File: src/rtl/dmem_bank_arbiter_if.sv
// Request/grant bundle between one DMem_TPU bank arbiter and its three requesters.
// The TPU below is index 0, the TPU above is index 1, and the router is always the top index.
interface dmem_bank_arbiter_if #(
  parameter int NUM_REQ = 3
);
  localparam int OW = (NUM_REQ > 1) ? $clog2(NUM_REQ) : 1;

  logic [NUM_REQ-1:0] I_Req;
  logic [NUM_REQ-1:0] I_Rls;
  logic [NUM_REQ-1:0] O_Grant;
  logic               O_Ready;
  logic [OW-1:0]      O_Owner;
  logic [NUM_REQ-1:0] O_Revoke;
  logic               O_Timeout;

  modport slave (
    input  I_Req, I_Rls,
    output O_Grant, O_Ready, O_Owner, O_Revoke, O_Timeout
  );

  modport master (
    output I_Req, I_Rls,
    input  O_Grant, O_Ready, O_Owner, O_Revoke, O_Timeout
  );
endinterface

File: src/rtl/dmem_bank_arbiter.sv
// Locked, exclusive grant of one DMem_TPU bank to the lower TPU, the upper TPU or the router.
// It applies router priority with a burst limit, round-robin fallback, and a hold-timeout revoke.
module dmem_bank_arbiter #(
  parameter int NUM_REQ     = 3,
  parameter int MAX_HOLD    = 64,
  parameter int ROUTER_PRIO = 1,
  parameter int PRIO_BURST  = 4
) (
  input logic                clock,
  input logic                reset,
  dmem_bank_arbiter_if.slave arb
);
  localparam int OW = (NUM_REQ > 1) ? $clog2(NUM_REQ) : 1;
  localparam int HW = $clog2(MAX_HOLD + 2);
  localparam int BW = $clog2(PRIO_BURST + 2);
  localparam logic [OW-1:0]      ROUTER_IDX = OW'(NUM_REQ - 1);
  localparam logic [HW-1:0]      HOLD_MAX   = HW'(MAX_HOLD);
  localparam logic [BW-1:0]      BURST_MAX  = BW'(PRIO_BURST);
  localparam logic [NUM_REQ-1:0] ROUTER_BIT = {1'b1, {(NUM_REQ-1){1'b0}}};
  localparam logic [NUM_REQ-1:0] ONE_HOT0   = {{(NUM_REQ-1){1'b0}}, 1'b1};

  typedef enum logic [1:0] {
    ST_IDLE    = 2'd0,
    ST_BUSY    = 2'd1,
    ST_RELEASE = 2'd2
  } state_t;

  state_t             r_state;
  logic [NUM_REQ-1:0] r_grant;
  logic               r_ready;
  logic [OW-1:0]      r_owner;
  logic [NUM_REQ-1:0] r_revoke;
  logic               r_timeout;
  logic [OW-1:0]      r_ptr;
  logic [HW-1:0]      r_hold;
  logic [BW-1:0]      r_burst;

  state_t             w_state_nxt;
  logic [NUM_REQ-1:0] w_grant_nxt;
  logic [OW-1:0]      w_owner_nxt;
  logic [NUM_REQ-1:0] w_revoke_nxt;
  logic               w_timeout_nxt;
  logic [OW-1:0]      w_ptr_nxt;
  logic [HW-1:0]      w_hold_nxt;
  logic [BW-1:0]      w_burst_nxt;

  logic               w_tpu_pend;
  logic               w_burst_block;
  logic               w_prio_win;
  logic [NUM_REQ-1:0] w_rr_req;
  logic               w_rr_found;
  logic [OW-1:0]      w_rr_idx;
  logic [OW-1:0]      w_win_idx;
  logic               w_others_wait;

  // Winner selection: router priority unless its burst is spent, else round-robin after r_ptr.
  always_comb begin
    int v_idx;
    w_tpu_pend    = |(arb.I_Req & ~ROUTER_BIT);
    w_burst_block = (r_burst == BURST_MAX) && w_tpu_pend;
    w_prio_win    = (ROUTER_PRIO != 0) && arb.I_Req[NUM_REQ-1] && !w_burst_block;
    if ((ROUTER_PRIO != 0) && w_burst_block) begin
      w_rr_req = arb.I_Req & ~ROUTER_BIT;
    end else begin
      w_rr_req = arb.I_Req;
    end
    w_rr_found = 1'b0;
    w_rr_idx   = r_ptr;
    // Walk offsets downwards so the nearest requester after the pointer is the one kept.
    for (int i = NUM_REQ; i >= 1; i--) begin
      v_idx = (int'(r_ptr) + i) % NUM_REQ;
      if (w_rr_req[v_idx]) begin
        w_rr_found = 1'b1;
        w_rr_idx   = OW'(v_idx);
      end else begin
        w_rr_found = w_rr_found;
      end
    end
    w_win_idx     = w_prio_win ? ROUTER_IDX : w_rr_idx;
    w_others_wait = |(arb.I_Req & ~r_grant);
  end

  // Next-state and next-output logic of the IDLE/BUSY/RELEASE controller.
  always_comb begin
    w_state_nxt   = r_state;
    w_grant_nxt   = r_grant;
    w_owner_nxt   = r_owner;
    w_revoke_nxt  = {NUM_REQ{1'b0}};
    w_timeout_nxt = 1'b0;
    w_ptr_nxt     = r_ptr;
    w_hold_nxt    = r_hold;
    w_burst_nxt   = r_burst;
    case (r_state)
      ST_IDLE: begin
        if (w_prio_win || w_rr_found) begin
          w_state_nxt = ST_BUSY;
          w_grant_nxt = ONE_HOT0 << w_win_idx;
          w_owner_nxt = w_win_idx;
          w_hold_nxt  = HW'(1);
          if (w_prio_win) begin
            w_burst_nxt = w_tpu_pend ? (r_burst + BW'(1)) : {BW{1'b0}};
          end else begin
            w_ptr_nxt = w_win_idx;
            if ((w_win_idx != ROUTER_IDX) || !w_tpu_pend) begin
              w_burst_nxt = {BW{1'b0}};
            end else begin
              w_burst_nxt = r_burst;
            end
          end
        end else begin
          w_state_nxt = ST_IDLE;
        end
      end
      ST_BUSY: begin
        w_hold_nxt = (r_hold < HOLD_MAX) ? (r_hold + HW'(1)) : r_hold;
        // A release in the same cycle as an expiring hold wins and suppresses the revoke.
        if (arb.I_Rls[r_owner]) begin
          w_state_nxt = ST_RELEASE;
          w_grant_nxt = {NUM_REQ{1'b0}};
        end else if ((MAX_HOLD != 0) && (r_hold == HOLD_MAX) && w_others_wait) begin
          w_state_nxt   = ST_RELEASE;
          w_grant_nxt   = {NUM_REQ{1'b0}};
          w_revoke_nxt  = r_grant;
          w_timeout_nxt = 1'b1;
        end else begin
          w_state_nxt = ST_BUSY;
        end
      end
      ST_RELEASE: begin
        w_state_nxt = ST_IDLE;
        w_grant_nxt = {NUM_REQ{1'b0}};
        w_hold_nxt  = {HW{1'b0}};
      end
      default: begin
        w_state_nxt = ST_IDLE;
        w_grant_nxt = {NUM_REQ{1'b0}};
        w_hold_nxt  = {HW{1'b0}};
      end
    endcase
  end

  // State, registered outputs, pointer and counters.
  always_ff @(posedge clock or negedge reset) begin
    if (!reset) begin
      r_state   <= ST_IDLE;
      r_grant   <= {NUM_REQ{1'b0}};
      r_ready   <= 1'b1;
      r_owner   <= {OW{1'b0}};
      r_revoke  <= {NUM_REQ{1'b0}};
      r_timeout <= 1'b0;
      r_ptr     <= ROUTER_IDX;
      r_hold    <= {HW{1'b0}};
      r_burst   <= {BW{1'b0}};
    end else begin
      r_state   <= w_state_nxt;
      r_grant   <= w_grant_nxt;
      r_ready   <= (w_state_nxt == ST_IDLE);
      r_owner   <= w_owner_nxt;
      r_revoke  <= w_revoke_nxt;
      r_timeout <= w_timeout_nxt;
      r_ptr     <= w_ptr_nxt;
      r_hold    <= w_hold_nxt;
      r_burst   <= w_burst_nxt;
    end
  end

  assign arb.O_Grant   = r_grant;
  assign arb.O_Ready   = r_ready;
  assign arb.O_Owner   = r_owner;
  assign arb.O_Revoke  = r_revoke;
  assign arb.O_Timeout = r_timeout;
endmodule
File: src/flat_wrapper.sv
// flat-port wrapper written by rule: the top's interface ports become plain ports
module dmem_bank_arbiter_flat 
#(
  parameter int NUM_REQ     = 3,
  parameter int MAX_HOLD    = 64,
  parameter int ROUTER_PRIO = 1,
  parameter int PRIO_BURST  = 4
)
  (clock, reset, arb_I_Req, arb_I_Rls, arb_O_Grant, arb_O_Ready, arb_O_Owner, arb_O_Revoke, arb_O_Timeout);
  dmem_bank_arbiter_if #(.NUM_REQ(NUM_REQ)) arb_i ();
  input logic clock;
  input logic reset;
  input wire logic [$bits(arb_i.I_Req)-1:0] arb_I_Req;
  input wire logic [$bits(arb_i.I_Rls)-1:0] arb_I_Rls;
  output wire logic [$bits(arb_i.O_Grant)-1:0] arb_O_Grant;
  output wire logic [$bits(arb_i.O_Ready)-1:0] arb_O_Ready;
  output wire logic [$bits(arb_i.O_Owner)-1:0] arb_O_Owner;
  output wire logic [$bits(arb_i.O_Revoke)-1:0] arb_O_Revoke;
  output wire logic [$bits(arb_i.O_Timeout)-1:0] arb_O_Timeout;
  assign arb_i.I_Req = arb_I_Req;
  assign arb_i.I_Rls = arb_I_Rls;
  assign arb_O_Grant = arb_i.O_Grant;
  assign arb_O_Ready = arb_i.O_Ready;
  assign arb_O_Owner = arb_i.O_Owner;
  assign arb_O_Revoke = arb_i.O_Revoke;
  assign arb_O_Timeout = arb_i.O_Timeout;
  dmem_bank_arbiter #(.NUM_REQ(NUM_REQ), .MAX_HOLD(MAX_HOLD), .ROUTER_PRIO(ROUTER_PRIO), .PRIO_BURST(PRIO_BURST)) u_core (.clock(clock), .reset(reset), .arb(arb_i));
endmodule
File: config.mk
export PLATFORM = sky130hd
export DESIGN_NAME = dmem_bank_arbiter_flat
export DESIGN_NICKNAME = d
export VERILOG_FILES = /design/src/rtl/dmem_bank_arbiter_if.sv /design/src/rtl/dmem_bank_arbiter.sv /design/src/flat_wrapper.sv
export SDC_FILE = /design/constraint.sdc
export NUM_CORES = 1
export LEC_CHECK = 0
export CAP_MARGIN = 20
export CORE_MARGIN = 2
export CORE_UTILIZATION = 30
export CTS_CLUSTER_SIZE = 24
export DETAILED_ROUTE_END_ITERATION = 8
export PLACE_DENSITY_LB_ADDON = 0.08
export SLEW_MARGIN = 20
export SYNTH_ARGS = -nofsm -noshare
export SYNTH_HDL_FRONTEND = slang
export SYNTH_SLANG_ARGS = --single-unit
export TNS_END_PERCENT = 30
File: constraint.sdc
create_clock -name clock -period 3.22 [get_ports clock]
set_input_delay 0.322 -clock clock [delete_from_list [all_inputs] [get_ports clock]]
set_output_delay 0.322 -clock clock [all_outputs]
set_load 0.02 [all_outputs]
==> reports/metrics.yaml <==
status:
  status: "finished, final reports clean"
final_layout:
  final_cell_area_um2: 1627
  drive_above_1_share_pct: 7.595
  post-route-util_pct: 37.62
  multi_input_area_um2: 669.4
  nFillCells: 455
  seqCellArea_um2: 603.1
  diodes: 0
  fin_nets: 173
  final_cells: 210
  area_growth_pct: 21.72
placed_design:
  dpl_cell_area_um2: 1572
  dp_hpwl_um: 2263
  place.gp.congestion: 0.8457
  placedCellCount: 206
  io_buffers: 17
global_routing:
  grt_pass1_vias: 1105
  overflow: 0
  track_usage_pct: 12.83
  grt_max_degree: 25
  antenna_found_initial: 0
  grt_pass1_wl_um: 5161
critical_path:
  path_class: "reg2reg"
  endpoint_kind: "flip-flop"
  cp.required_ns: 3.37
  cp_data_arrival_time_ns: 2.26
  critPathMaxFanout: 7
  cp-start-kind: "flip-flop"
clocking:
  post-cts-setup-buffer-count: 0
  clk_path_buf_depth: 2
  cts.sinks: 24
  tritoncts: "built"
  holdBufCountCts: 0
  cts_resized: 0
  root_buffer: "clkbuf_8"
  clk_pin_slew_ns: 0.09
  h-tree-depth: 1
  cts_buffers: 3
  clock_latency_ns: 0.27
pwr:
  intPower_w: 0.0007515
  p_clk_share_pct: 16.2
  pwr-share-seq_pct: 39.0
  power.share.combinational_pct: 44.8
  switchingPower_w: 0.0005201
  power_leakage_nw: 0.7024
  powerDensity_nw_per_um2: 781.7
  ir_drop_v: 0.0002594
  swShare_pct: 40.90
logic_synthesis:
  synth-simple-area-share_pct: 17.98
  synthTopCellsByArea: "dfrtp_1 41%, ha_1 5.6%, inv_1 4.2%, dfstp_2 3.9%, nand2_1 3.1%"
  ys_seq_elements: 24
  syn_inst: 138
  yosysSeqAreaShare_pct: 45.13
  dominantRegCellSynth: "dfrtp_1"
  ys_warn_count: 0
  synth-xor-area-share_pct: 1.311
  synth_edf_count: 0
  yosysTopAreaCell: "dfrtp_1"
  syn_area_per_cell_um2: 9.683
  muxShareOfSynthArea_pct: 2.247
  synth_nets: 152
  async_flop_share_pct: 100.0
  synth_top_family_by_area: "compound AO/OA/AOI/OAI gates"
  synth_area_um2: 1336
  ys_types: 45
  synth_compound_area_share_pct: 22.94
  synthAdderAreaFrac_pct: 5.618
  synth_top_area_share_pct: 41.20
drt:
  drt_iter0_markers: 54
  final_antenna_net_count: 0
  drc_errors: 0
  via_per_inst: 5.081
  drt-pass1-iter-count: 4
  postRouteWirelength_um: 3012
  post_drt_wl_per_cell_um: 14.34
  vias: 1067
timing:
  fmax_mhz: 472.9
  finalCriticalPeriod_ns: 2.114
  relSlewSlack_pct: 66.40
  maxSlewViolCount: 0
  whs_ns: 0.4083
  setup_violations: 0
  rsz0062_at_grt: "no"
  fin_setup_tns_ns: 0
  finClkSkew_ns: 0.007248
  worstMarginPinSlew_ns: 0.5024
  hold_violations: 0
  finalCritPeriodShare_pct: 65.67
worst_hold_path:
  min_path_type: "in2async"
floorplanning:
  fp.dieArea_um2: 5004
  fp.dieW_um: 70.74
  initial_core_util_pct: 30.90
  placementRows: 24
  pin_count: 18
  core_um2: 4324
  die_h_um: 70.74
run:
  maxCapViolations: 0
final timing paths:
path                       slack [ns]             from               end  depth (start not counted)
setup / recovery                 1.11  u_core.r_ptr[1]  u_core.r_hold[5]                          7
hold / removal                   0.41            reset  u_core.r_hold[4]                          2
setup reg to reg                 1.11  u_core.r_ptr[1]  u_core.r_hold[5]                          7
hold reg to reg                  0.49  u_core.r_ptr[1]   u_core.r_ptr[1]                          2
max in group asynchronous        2.51            reset   u_core.r_ptr[1]                          2
min in group clock               0.49  u_core.r_ptr[1]   u_core.r_ptr[1]                          2
synthesized netlist by cell type (3+ instances only):
cell and instances:
dfrtp_1 22, nor2b_1 4, ha_1 6, and3_1 4, nor3_1 4, o211ai_1 5
o21ai_0 7, and2_1 3, nand2_1 11, nor2_1 7, a21oi_1 5, inv_1 15
o21ai_1 3, mux2i_1 3
power groups by stage:
stage                     combinational (W)  clock, W  sequential (W)
after floorplan                    0.000367         0        0.000508
after CTS                          0.000578  0.000212        0.000498
after global placement             0.000571         0        0.000506
after global routing               0.000632  0.000233        0.000515
after detailed placement           0.000573         0        0.000504
final                              0.000569  0.000206        0.000496
flip-flops by register name, summed over array words and instances, names as in the netlist:
signal	count
u_core.arb.O_Owner	2
u_core.r_burst	3
u_core.arb.O_Revoke	3
u_core.arb.O_Grant	3
u_core.arb.O_Timeout	1
u_core.r_state	2
u_core.r_hold	7
u_core.r_ptr	2
u_core.arb.O_Ready	1
layer usage:
metal  vias up  routed length (um)  global-route usage, %
met4         0                  19                  4.403
met3         2                  89                  2.564
met2        13                1415                  20.56
li1        537                   -                      -
met5         -                   0                      0
met1       515                1487                  17.35
logic make-up (layout without fill, tap and decap cells):
kind of cell,count (synthesis),after routing
AOI/OAI and AO/OA,41,41
muxes,3,3
xor gates and xnor gates,2,2
and+or+nand+nor,45,45
adders and majority gates,6,6
DFF,24,24
buffers and inverters,17,37
layout by cell type, fill, tap and decap left out, types with 3 or more instances in the layout:
master,count
a21oi_1,5
nor2b_1,4
o21ai_1,3
inv_1,15
o211ai_1,5
ha_1,6
clkdlybuf4s50_1,17
nor2_1,7
dfrtp_1,22
and2_1,3
o21ai_0,7
nand2_1,11
and3_1,4
nor3_1,4
mux2i_1,3
clkbuf_8,4
metrics by stage:
step | power [W] | worst slack, ns
floorplan | 0.0008748 | 1.321
global placement | 0.001076 | 1.114
detailed placement | 0.001077 | 1.076
CTS | 0.001288 | 1.101
global route | 0.001379 | 0.9276
finish | 0.001272 | 1.106
final cells by class:
type | count | share of cell area [%]
Multi-Input combinational cell | 97 | 41.15
Sequential cell | 24 | 37.08
Timing Repair Buffer | 18 | 10.92
Tap cell | 52 | 4.000
Inverter | 15 | 3.462
Clock buffer | 4 | 3.385
worst max-delay path, cell delays in order (launching register included):
cell     delay, ns
dfstp_2       0.54
inv_1         0.05
ha_1          0.23
o32ai_1       0.31
nand2_1       0.15
a311o_1       0.38
and3b_1       0.22
mux2i_1       0.12
No activity file was read; power rests on OpenSTA's default activity.
